==> config.mk <==
export PLATFORM = sky130hd
export DESIGN_NAME = i2c_slave_rx_flat
export DESIGN_NICKNAME = d
export VERILOG_FILES = /design/src/rtl/i2c_slave_rx_if.sv /design/src/rtl/i2c_slave_rx.sv /design/src/flat_wrapper.sv
export SDC_FILE = /design/constraint.sdc
export NUM_CORES = 1
export LEC_CHECK = 0
export BUFFER_PORTS_ARGS = -buffer_cell sky130_fd_sc_hd__buf_2
export CAP_MARGIN = 25
export CORE_ASPECT_RATIO = 0.8
export CORE_UTILIZATION = 45
export DETAILED_ROUTE_END_ITERATION = 8
export GPL_ROUTABILITY_DRIVEN = 0
export HOLD_SLACK_MARGIN = 0.1
export SLEW_MARGIN = 20
export SYNTH_ARGS = -nofsm -noshare
export SYNTH_HDL_FRONTEND = slang
export SYNTH_SLANG_ARGS = --single-unit
==> constraint.sdc <==
create_clock -name clk -period 5.45 [get_ports clk]
set_clock_uncertainty 0.2 [all_clocks]
set_input_delay 0.8175 -clock clk [delete_from_list [all_inputs] [get_ports clk]]
set_output_delay 0.8175 -clock clk [all_outputs]
set_load 0.02 [all_outputs]
==> src/rtl/i2c_slave_rx_if.sv <==
// Bus-side and user-side signals of the single-address I2C target.
interface i2c_slave_rx_if;
  logic       scl_in;
  logic       sda_in;
  logic       sda_oe;
  logic [7:0] rx_data;
  logic       rx_valid;
  logic [7:0] tx_data;
  logic       tx_req;
  logic       addr_hit;
  logic       busy;

  modport slave (
    input  scl_in, sda_in, tx_data,
    output sda_oe, rx_data, rx_valid, tx_req, addr_hit, busy
  );

  modport master (
    output scl_in, sda_in, tx_data,
    input  sda_oe, rx_data, rx_valid, tx_req, addr_hit, busy
  );
endinterface

==> src/rtl/i2c_slave_rx.sv <==
// Oversampling single-address I2C target: ACKs its address, accepts writes, serves reads.
// Optional macro I2C_SLAVE_GCALL_EN also ACKs the general-call write address 7'b0000000.
module i2c_slave_rx #(
  parameter logic [6:0] SLAVE_ADDR = 7'b1010101
) (
  input logic            clk,
  input logic            reset,
  i2c_slave_rx_if.slave  bus
);

  typedef enum logic [2:0] {
    IDLE, ADDR, ADDR_ACK, WRITE, WRITE_ACK, READ, READ_ACK, WAIT_STOP
  } state_t;

  state_t     state;
  logic [1:0] scl_sync, sda_sync;
  logic       scl_d, sda_d;
  logic [2:0] bit_cnt;
  logic [6:0] shift;
  logic [7:0] tx_shift;
  logic       rw;
  logic       ack_phase;

  logic scl, sda, scl_rise, scl_fall, sda_rise, sda_fall, start_c, stop_c;
  logic [7:0] byte_c;
  logic       match_c;

  // Two-flop synchronisers plus one delay flop per line for edge detection
  always_ff @(posedge clk) begin
    if (reset) begin
      scl_sync <= 2'b11;
      sda_sync <= 2'b11;
      scl_d    <= 1'b1;
      sda_d    <= 1'b1;
    end else begin
      scl_sync <= {scl_sync[0], bus.scl_in};
      sda_sync <= {sda_sync[0], bus.sda_in};
      scl_d    <= scl_sync[1];
      sda_d    <= sda_sync[1];
    end
  end

  assign scl      = scl_sync[1];
  assign sda      = sda_sync[1];
  assign scl_rise = scl & ~scl_d;
  assign scl_fall = ~scl & scl_d;
  assign sda_rise = sda & ~sda_d;
  assign sda_fall = ~sda & sda_d;
  // SCL must be stable high on both samples, so a joint SDA/SCL change is data
  assign start_c  = sda_fall & scl & scl_d;
  assign stop_c   = sda_rise & scl & scl_d;
  assign byte_c   = {shift, sda};

`ifdef I2C_SLAVE_GCALL_EN
  assign match_c = (byte_c[7:1] == SLAVE_ADDR) || (byte_c == 8'h00);
`else
  assign match_c = (byte_c[7:1] == SLAVE_ADDR);
`endif

  always_ff @(posedge clk) begin
    if (reset) begin
      state        <= IDLE;
      bit_cnt      <= 3'd0;
      shift        <= 7'd0;
      tx_shift     <= 8'd0;
      rw           <= 1'b0;
      ack_phase    <= 1'b0;
      bus.sda_oe   <= 1'b0;
      bus.rx_data  <= 8'h00;
      bus.rx_valid <= 1'b0;
      bus.tx_req   <= 1'b0;
      bus.addr_hit <= 1'b0;
      bus.busy     <= 1'b0;
    end else begin
      bus.rx_valid <= 1'b0;
      bus.tx_req   <= 1'b0;
      bus.addr_hit <= 1'b0;
      if (start_c) begin
        state      <= ADDR;
        bit_cnt    <= 3'd7;
        ack_phase  <= 1'b0;
        bus.sda_oe <= 1'b0;
        bus.busy   <= 1'b0;
      end else if (stop_c) begin
        state      <= IDLE;
        ack_phase  <= 1'b0;
        bus.sda_oe <= 1'b0;
        bus.busy   <= 1'b0;
      end else begin
        case (state)
          ADDR: if (scl_rise) begin
            shift <= byte_c[6:0];
            if (bit_cnt == 3'd0) begin
              rw        <= sda;
              ack_phase <= 1'b0;
              state     <= match_c ? ADDR_ACK : WAIT_STOP;
            end else begin
              bit_cnt <= bit_cnt - 3'd1;
            end
          end
          // First fall drives the ACK low, second fall hands SDA to the data phase
          ADDR_ACK, WRITE_ACK: if (scl_fall) begin
            if (!ack_phase) begin
              ack_phase  <= 1'b1;
              bus.sda_oe <= 1'b1;
              if (state == ADDR_ACK) begin
                bus.addr_hit <= 1'b1;
                bus.busy     <= 1'b1;
              end
            end else begin
              ack_phase <= 1'b0;
              bit_cnt   <= 3'd7;
              if (state == ADDR_ACK && rw) begin
                tx_shift   <= bus.tx_data;
                bus.tx_req <= 1'b1;
                bus.sda_oe <= ~bus.tx_data[7];
                state      <= READ;
              end else begin
                bus.sda_oe <= 1'b0;
                state      <= WRITE;
              end
            end
          end
          WRITE: if (scl_rise) begin
            shift <= byte_c[6:0];
            if (bit_cnt == 3'd0) begin
              bus.rx_data  <= byte_c;
              bus.rx_valid <= 1'b1;
              ack_phase    <= 1'b0;
              state        <= WRITE_ACK;
            end else begin
              bit_cnt <= bit_cnt - 3'd1;
            end
          end
          // Bit 7 is already on the bus; shift out bits 6..0, then release for the master ACK
          READ: if (scl_fall) begin
            if (bit_cnt == 3'd0) begin
              bus.sda_oe <= 1'b0;
              ack_phase  <= 1'b0;
              state      <= READ_ACK;
            end else begin
              bus.sda_oe <= ~tx_shift[6];
              tx_shift   <= {tx_shift[6:0], 1'b0};
              bit_cnt    <= bit_cnt - 3'd1;
            end
          end
          READ_ACK: begin
            if (!ack_phase) begin
              if (scl_rise) begin
                if (sda) begin
                  bus.busy <= 1'b0;
                  state    <= WAIT_STOP;
                end else begin
                  tx_shift   <= bus.tx_data;
                  bus.tx_req <= 1'b1;
                  ack_phase  <= 1'b1;
                end
              end
            end else if (scl_fall) begin
              bus.sda_oe <= ~tx_shift[7];
              ack_phase  <= 1'b0;
              bit_cnt    <= 3'd7;
              state      <= READ;
            end
          end
          default: ;
        endcase
      end
    end
  end

endmodule

==> src/flat_wrapper.sv <==
// flat-port wrapper written by rule: the top's interface ports become plain ports
module i2c_slave_rx_flat 
#(
  parameter logic [6:0] SLAVE_ADDR = 7'b1010101
)
  (clk, reset, bus_scl_in, bus_sda_in, bus_tx_data, bus_sda_oe, bus_rx_data, bus_rx_valid, bus_tx_req, bus_addr_hit, bus_busy);
  i2c_slave_rx_if bus_i ();
  input logic clk;
  input logic reset;
  input wire logic [$bits(bus_i.scl_in)-1:0] bus_scl_in;
  input wire logic [$bits(bus_i.sda_in)-1:0] bus_sda_in;
  input wire logic [$bits(bus_i.tx_data)-1:0] bus_tx_data;
  output wire logic [$bits(bus_i.sda_oe)-1:0] bus_sda_oe;
  output wire logic [$bits(bus_i.rx_data)-1:0] bus_rx_data;
  output wire logic [$bits(bus_i.rx_valid)-1:0] bus_rx_valid;
  output wire logic [$bits(bus_i.tx_req)-1:0] bus_tx_req;
  output wire logic [$bits(bus_i.addr_hit)-1:0] bus_addr_hit;
  output wire logic [$bits(bus_i.busy)-1:0] bus_busy;
  assign bus_i.scl_in = bus_scl_in;
  assign bus_i.sda_in = bus_sda_in;
  assign bus_i.tx_data = bus_tx_data;
  assign bus_sda_oe = bus_i.sda_oe;
  assign bus_rx_data = bus_i.rx_data;
  assign bus_rx_valid = bus_i.rx_valid;
  assign bus_tx_req = bus_i.tx_req;
  assign bus_addr_hit = bus_i.addr_hit;
  assign bus_busy = bus_i.busy;
  i2c_slave_rx #(.SLAVE_ADDR(SLAVE_ADDR)) u_core (.clk(clk), .reset(reset), .bus(bus_i));
endmodule
After elaboration in Yosys (flattened, before gate mapping)

Cells that the tools add are included.

Add/subtract/negate cells: 1
$mul: 0
Div/mod/pow operators: 0
Order comparisons: 0
Eq/ne operators: 47
Shift operators: 0
Mux-type cells: 68
Bitwise gates (word level): 21
Reductions and logical operators: 23

Operators with widths:

| cell                                                                   | count |
|---|---|
| 3-bit 2-to-1 mux                                                       | 23 |
| 8-bit 2-to-1 mux                                                       | 8 |
| 2-bit by 1-bit != test with 1-bit output (second input constant)       | 16 |
| 4-bit by 1-bit != test with 1-bit output (second input constant)       | 8 |
| 1-bit 2-to-1 mux                                                       | 30 |
| 3-bit by 1-bit != test with 1-bit output (second input constant)       | 8 |
| 8-bit case mux with 3 select lines                                     | 1 |
| 12-bit AND reduction                                                   | 2 |
| 3-bit case mux with 5 select lines                                     | 1 |
| 5-bit AND reduction                                                    | 3 |
| 1-bit NOT                                                              | 13 |
| 3-bit case mux with 4 select lines                                     | 1 |
| 11-bit AND reduction                                                   | 1 |
| 5-bit by 1-bit != test with 1-bit output (second input constant)       | 2 |
| 5-bit nonzero test                                                     | 2 |
| 3-bit equality test (second input constant)                            | 3 |
| 1-bit bitwise AND                                                      | 8 |
| 2-bit != test (second input constant)                                  | 4 |
| 4-bit AND reduction                                                    | 2 |
| 8-bit AND reduction                                                    | 1 |
| 7-bit equality test (second input constant)                            | 1 |
| 7-bit AND reduction                                                    | 1 |
| 7-bit nonzero test                                                     | 1 |
| 3-bit by 2-bit equality test with 1-bit output (second input constant) | 2 |
| other kinds (16)                                                       | 18 |

Bits in registers: 42
Latch bits: 0
Bits in writable memories: 0
Bits in read-only memories: 0
Input port bits: 12
Output and inout bits: 13
Logic and storage cells: 177
Memories kept: 0

Longest topological paths before layout

Depth after elaboration: 8
Depth in mapped cells: 8
Gate-level depth less buffers: 7

Worst setup path after synthesis

OpenSTA, ideal clock, no wires.

Kind: input -> register
Start: input port bus_tx_data[7]
End: register u_core.bus.sda_oe
Library setup time: 78 ps
Data arrival time: 1827 ps
Data required time: 5172 ps
Path slack: 3345 ps
Cell stages on the path: 5
Buffers on the path: 0
Path through: or3b_2 a311oi_1 a21oi_1 o2111a_1 nor3_1

Cells in the longest elaborated chain, start to end: 5

RTL lines:

| what                               | line                  | RTL |
|---|---|---|
| start, declared                    | flat_wrapper.sv:12    | `input wire logic [$bits(bus_i.tx_data)-1:0] bus_tx_data;` |
| 1-bit NOT                          | i2c_slave_rx.sv:116   | `bus.sda_oe <= ~bus.tx_data[7];` |
| 1-bit 2-to-1 mux                   | i2c_slave_rx.sv:113   | `if (state == ADDR_ACK && rw) begin` |
| 1-bit 2-to-1 mux                   | i2c_slave_rx.sv:103   | `if (!ack_phase) begin` |
| 1-bit 2-to-1 mux                   | i2c_slave_rx.sv:102   | `ADDR_ACK, WRITE_ACK: if (scl_fall) begin` |
| 1-bit case mux with 3 select lines | i2c_slave_rx.sv:90    | `case (state)` |
| end signal, assigned               | i2c_slave_rx.sv:116   |  |
| end signal, assigned               | i2c_slave_rx.sv:142   | `bus.sda_oe <= ~tx_shift[6];` |
| end signal, assigned               | i2c_slave_rx.sv:160   | `bus.sda_oe <= ~tx_shift[7];` |
| end, declared                      | i2c_slave_rx_if.sv:15 | `output sda_oe, rx_data, rx_valid, tx_req, addr_hit, busy` |

Every way passes these cells. The select of a mux whose other input is x is not followed.
A chain may end at the register's enable or synchronous reset.

Worst setup path in the final report

Start: register u_core.state[0]
End: register u_core.bus.rx_data[6]

Cells in the longest elaborated chain, start to end: 2

RTL lines:

| what                                           | line                  | RTL |
|---|---|---|
| start, declared                                | i2c_slave_rx.sv:15    | `state_t state;` |
| start signal, assigned                         | i2c_slave_rx.sv:96    | `state <= match_c ? ADDR_ACK : WAIT_STOP;` |
| 3-bit by 2-bit equality test with 1-bit output | i2c_slave_rx.sv:90    |  |
| 5-bit AND reduction (no source line)           | --                    |  |
| end signal, assigned                           | i2c_slave_rx.sv:127   | `bus.rx_data <= byte_c;` |
| end, declared                                  | i2c_slave_rx_if.sv:15 |  |

Every way passes these cells.

==> reports/qor.csv <==
stage,metric,value,unit
global_routing,global-route wire length before repair,7.85,mm
yosys,Post-synth EDFFs,0,
pwr,Worst VDD drop,0.296,mV
global_routing,vias in the first global route,1579,
flow_run,max-capacitance violation count,0,
min_path,Hold Path Cell Cnt,1,
sta,relative slew slack,46.7,%
pwr,pwr/cell area,402,nW/um^2
clock_tree,Post-CTS Setup Bufs,0,
worst_setup_path,CP arrival,3.03,ns
yosys,top cell type's share of synthesized area,39.3,%
yosys,Unique masters post-synth,49,
sta,RSZ-0062 raised after global routing,false,
worst_setup_path,worst reg2reg setup slack,2.37,ns
yosys,synthesized net count,261,
clock_tree,"Clk Latency, worst-skew pair",0.29,ns
sta,setup TNS,0,ns
drt,DRT iter0 DRCs,176,
drt,# DRC,0,
finish,post-layout util,51.5,%
global_routing,largest net degree at the start of global routing,38,
clock_tree,"Hold-fix buffers, CTS",0,
drt,routed wire length,4.58,mm
drt,drt first pass iters,4,
clock_tree,TritonCTS clock tree,built,
yosys,synth warn,0,
yosys,ys flop type,dfxtp_1,
finish,nets,274,
pwr,Net Switching,344,uW
placed_design,Port Buffers,24,
yosys,sequential-to-total area share from yosys stat,39.3,%
clock_tree,Max clock buf depth,2,
yosys,fraction of registers with async set or reset after synthesis,0,%
pwr,Sw Share,36.3,%
pwr,Int Pwr,603,uW
worst_setup_path,Crit Path Max Fanout,23,
clock_tree,root buffer cell,clkbuf_8,
worst_setup_path,CP endpoint kind,flip-flop,
floorplan,Vert. Die Dim,63.7,um
yosys,Area contributors post-synth,"dfxtp_1 (39%), mux2i_1 (8.4%), nor2_1 (4.7%)",
global_routing,antenna violations before repair,0,
floorplan,Core ar.,4570,um^2
clock_tree,"CTS clk-pin slew, worst paths",0.08,ns
yosys,Post-Syn Area per Cell,8.66,um^2
yosys,Gate Count Post-Synth,247,
floorplan,initial core utilization,46.8,%
sta,Slew @ Worst Pin,0.799,ns
drt,Via density,5.51,
min_path,HP Class,reg -> reg,
worst_setup_path,crit-path cells,inv_1 > nor4b_2 > nand3_1 > mux2i_1 > nor2_1,
finish,ANT cells,0,
worst_setup_path,Setup crit start kind,flip-flop,
floorplan,DIE AREA,5040,um^2
pwr,Pleak,0.000982,uW
min_path,Worst Hold End,u_core.scl_sync[1],
global_routing,Overflow after GRT,0,
sta,final setup vio count,0,
drt,Routed Antenna Nets,0,
floorplan,number of core rows,22,
pwr,Flop pwr share,40.2,%
placed_design,Post-DP HPWL,3.08,mm
yosys,Mapped Area,2140,um^2
sta,fin. max-slew vios,0,
worst_setup_path,critical path class,reg -> reg,
yosys,commonest cells in the netlist,"dfxtp_1 (42), nor2_1 (27), nand2_1 (22)",
worst_setup_path,CP max stage cell,dfxtp_1,
drt,DR WL/cell,14.3,um
drt,vias after detailed routing,1769,
clock_tree,H-Tree Level Count,2,
finish,Area Growth Syn to Fin,10.1,%
clock_tree,Post-CTS Resized,0,
worst_setup_path,reg-to-reg critical path endpoint,u_core.bus.rx_data[6],
worst_setup_path,worst r2r src,u_core.state[0],
outcome,status,completed,
worst_setup_path,Reg2Reg Depth,5,
floorplan,number of I/O pins,25,
min_path,worst hold path startpoint,u_core.scl_sync[0],
pwr,Clk pwr share,25.4,%
sta,ratio of final minimum period to clock period,56.5,%
clock_tree,Clock Sink Count,42,
sta,minimum clock period,3.08,ns
sta,endpoints failing hold,0,
yosys,cell accounting for the most synthesized area,dfxtp_1,
sta,max frequency,325,MHz
finish,layout cell share with drive strength beyond 1,17.2,%
pwr,Comb pwr share,34.4,%
yosys,top-count cell post-synth,dfxtp_1,
worst_setup_path,Crit path largest cell delay,0.78,ns
clock_tree,CTS Buf Count,5,
worst_setup_path,Critical Path RT,5.40,ns
yosys,Synth Register Bits,42,
global_routing,Tot GR Track Use,20.0,%
floorplan,Die Wd,79.1,um
[layout by cell type (no fill, tap or decap), types with 2 or more instances in the layout]
cell type   n
o211ai_1    3
clkbuf_8    5
or4bb_1     2
o311a_1     3
buf_2      24
nor3_1      8
clkbuf_1    2
o21ai_0     7
nand2_1    22
xnor2_1     2
or2_2       6
a31oi_1     3
inv_1       7
ha_1        2
nor3b_1     2
a211oi_2    2
a311oi_1    3
nand3_1     2
dfxtp_1    42
a21oi_1    16
nand3b_1    4
a211oi_1   11
o21a_1      2
nor2b_1     6
mux2i_1    18
nand2b_1    6
nor2_1     27
[metrics by stage]
| step | setup WS (ns) | instance area (um^2) | total power, uW | std cells | hold slack, ns |
|---|---|---|---|---|---|
| 4_1_cts | 2.40 | 2350 | 948 | 321 | 0.215 |
| 3_3_place_gp | 2.52 | 2250 | 707 | 313 | 0.191 |
| 5_1_grt | 2.13 | 2350 | 1010 | 321 | 0.225 |
| 2_1_floorplan | 3.34 | 2140 | 642 | 247 | 0.189 |
| 3_5_place_dp | 2.41 | 2250 | 706 | 313 | 0.197 |
| 6_report | 2.37 | 2350 | 946 | 321 | 0.211 |
[critical path, delay by kind of cell, from the launching register on]
kind / cells / cell delay, ns
buf+inv: 1 / 0.30
flops: 1 / 0.78
mux: 1 / 0.31
simple gates: 3 / 1.35
[registers in the layout (all words and copies together) (netlist names)]
register             cells
u_core.bus.sda_oe        1
u_core.state             3
u_core.ack_phase         1
u_core.sda_sync          2
u_core.scl_d             1
u_core.sda_d             1
u_core.bus.busy          1
u_core.rw                1
u_core.shift             7
u_core.tx_shift          8
u_core.bus.addr_hit      1
u_core.bus.tx_req        1
u_core.bus.rx_data       8
u_core.scl_sync          2
u_core.bit_cnt           3
u_core.bus.rx_valid      1
[worst max path at each step]
stage | to | slack (ns) | cells after the start | startpoint
final | u_core.bus.rx_data[6] | 2.37 | 5 | u_core.state[0]
after floorplan | u_core.bus.sda_oe | 3.34 | 5 | bus_tx_data[7]
after CTS | u_core.bus.rx_data[6] | 2.40 | 5 | u_core.state[0]
after global routing | u_core.bus.rx_data[6] | 2.13 | 5 | u_core.state[0]
after global placement | u_core.tx_shift[0] | 2.52 | 5 | u_core.state[0]
after detailed placement | u_core.bus.rx_data[6] | 2.41 | 5 | u_core.state[0]
[layout make-up]
cell class	count	area, um^2
sequential	42	841
fill	462	2210
tap	60	75.1
timing repair buffer	25	128
inverter	7	26.3
clock inverter	1	30.0
clock buffer	7	76.3
multi-input combinational	179	1180
[power groups by stage]
stage / Clock, uW / Sequential (uW) / Combinational [uW]
floorplan: 0 / 351 / 292
global placement: 0 / 386 / 322
detailed placement: 0 / 386 / 319
CTS: 247 / 379 / 322
global route: 265 / 387 / 362
finish: 240 / 381 / 325
[layer usage]
| metal | wire, um | GRT usage [%] | up-vias |
|---|---|---|---|
| li1 | - | - | 911 |
| met3 | 210 | 4.49 | 4 |
| met1 | 2500 | 30.3 | 814 |
| met2 | 1830 | 27.5 | 40 |
| met4 | 39 | 6.59 | 0 |
| met5 | 0 | 0 | - |
[cells by family after synthesis]
kind of cell	after synthesis	share of synthesized area, %
AND/OR/NAND/NOR	94	23.2
AO/OA/AOI/OAI	62	21.1
flip-flops	42	39.3
XOR/XNOR	2	0.819
adder cells (fa/ha/maj)	3	1.64
buffers and inverters	26	5.61
multiplexers	18	8.42
Power figures use the tool's default switching activity.
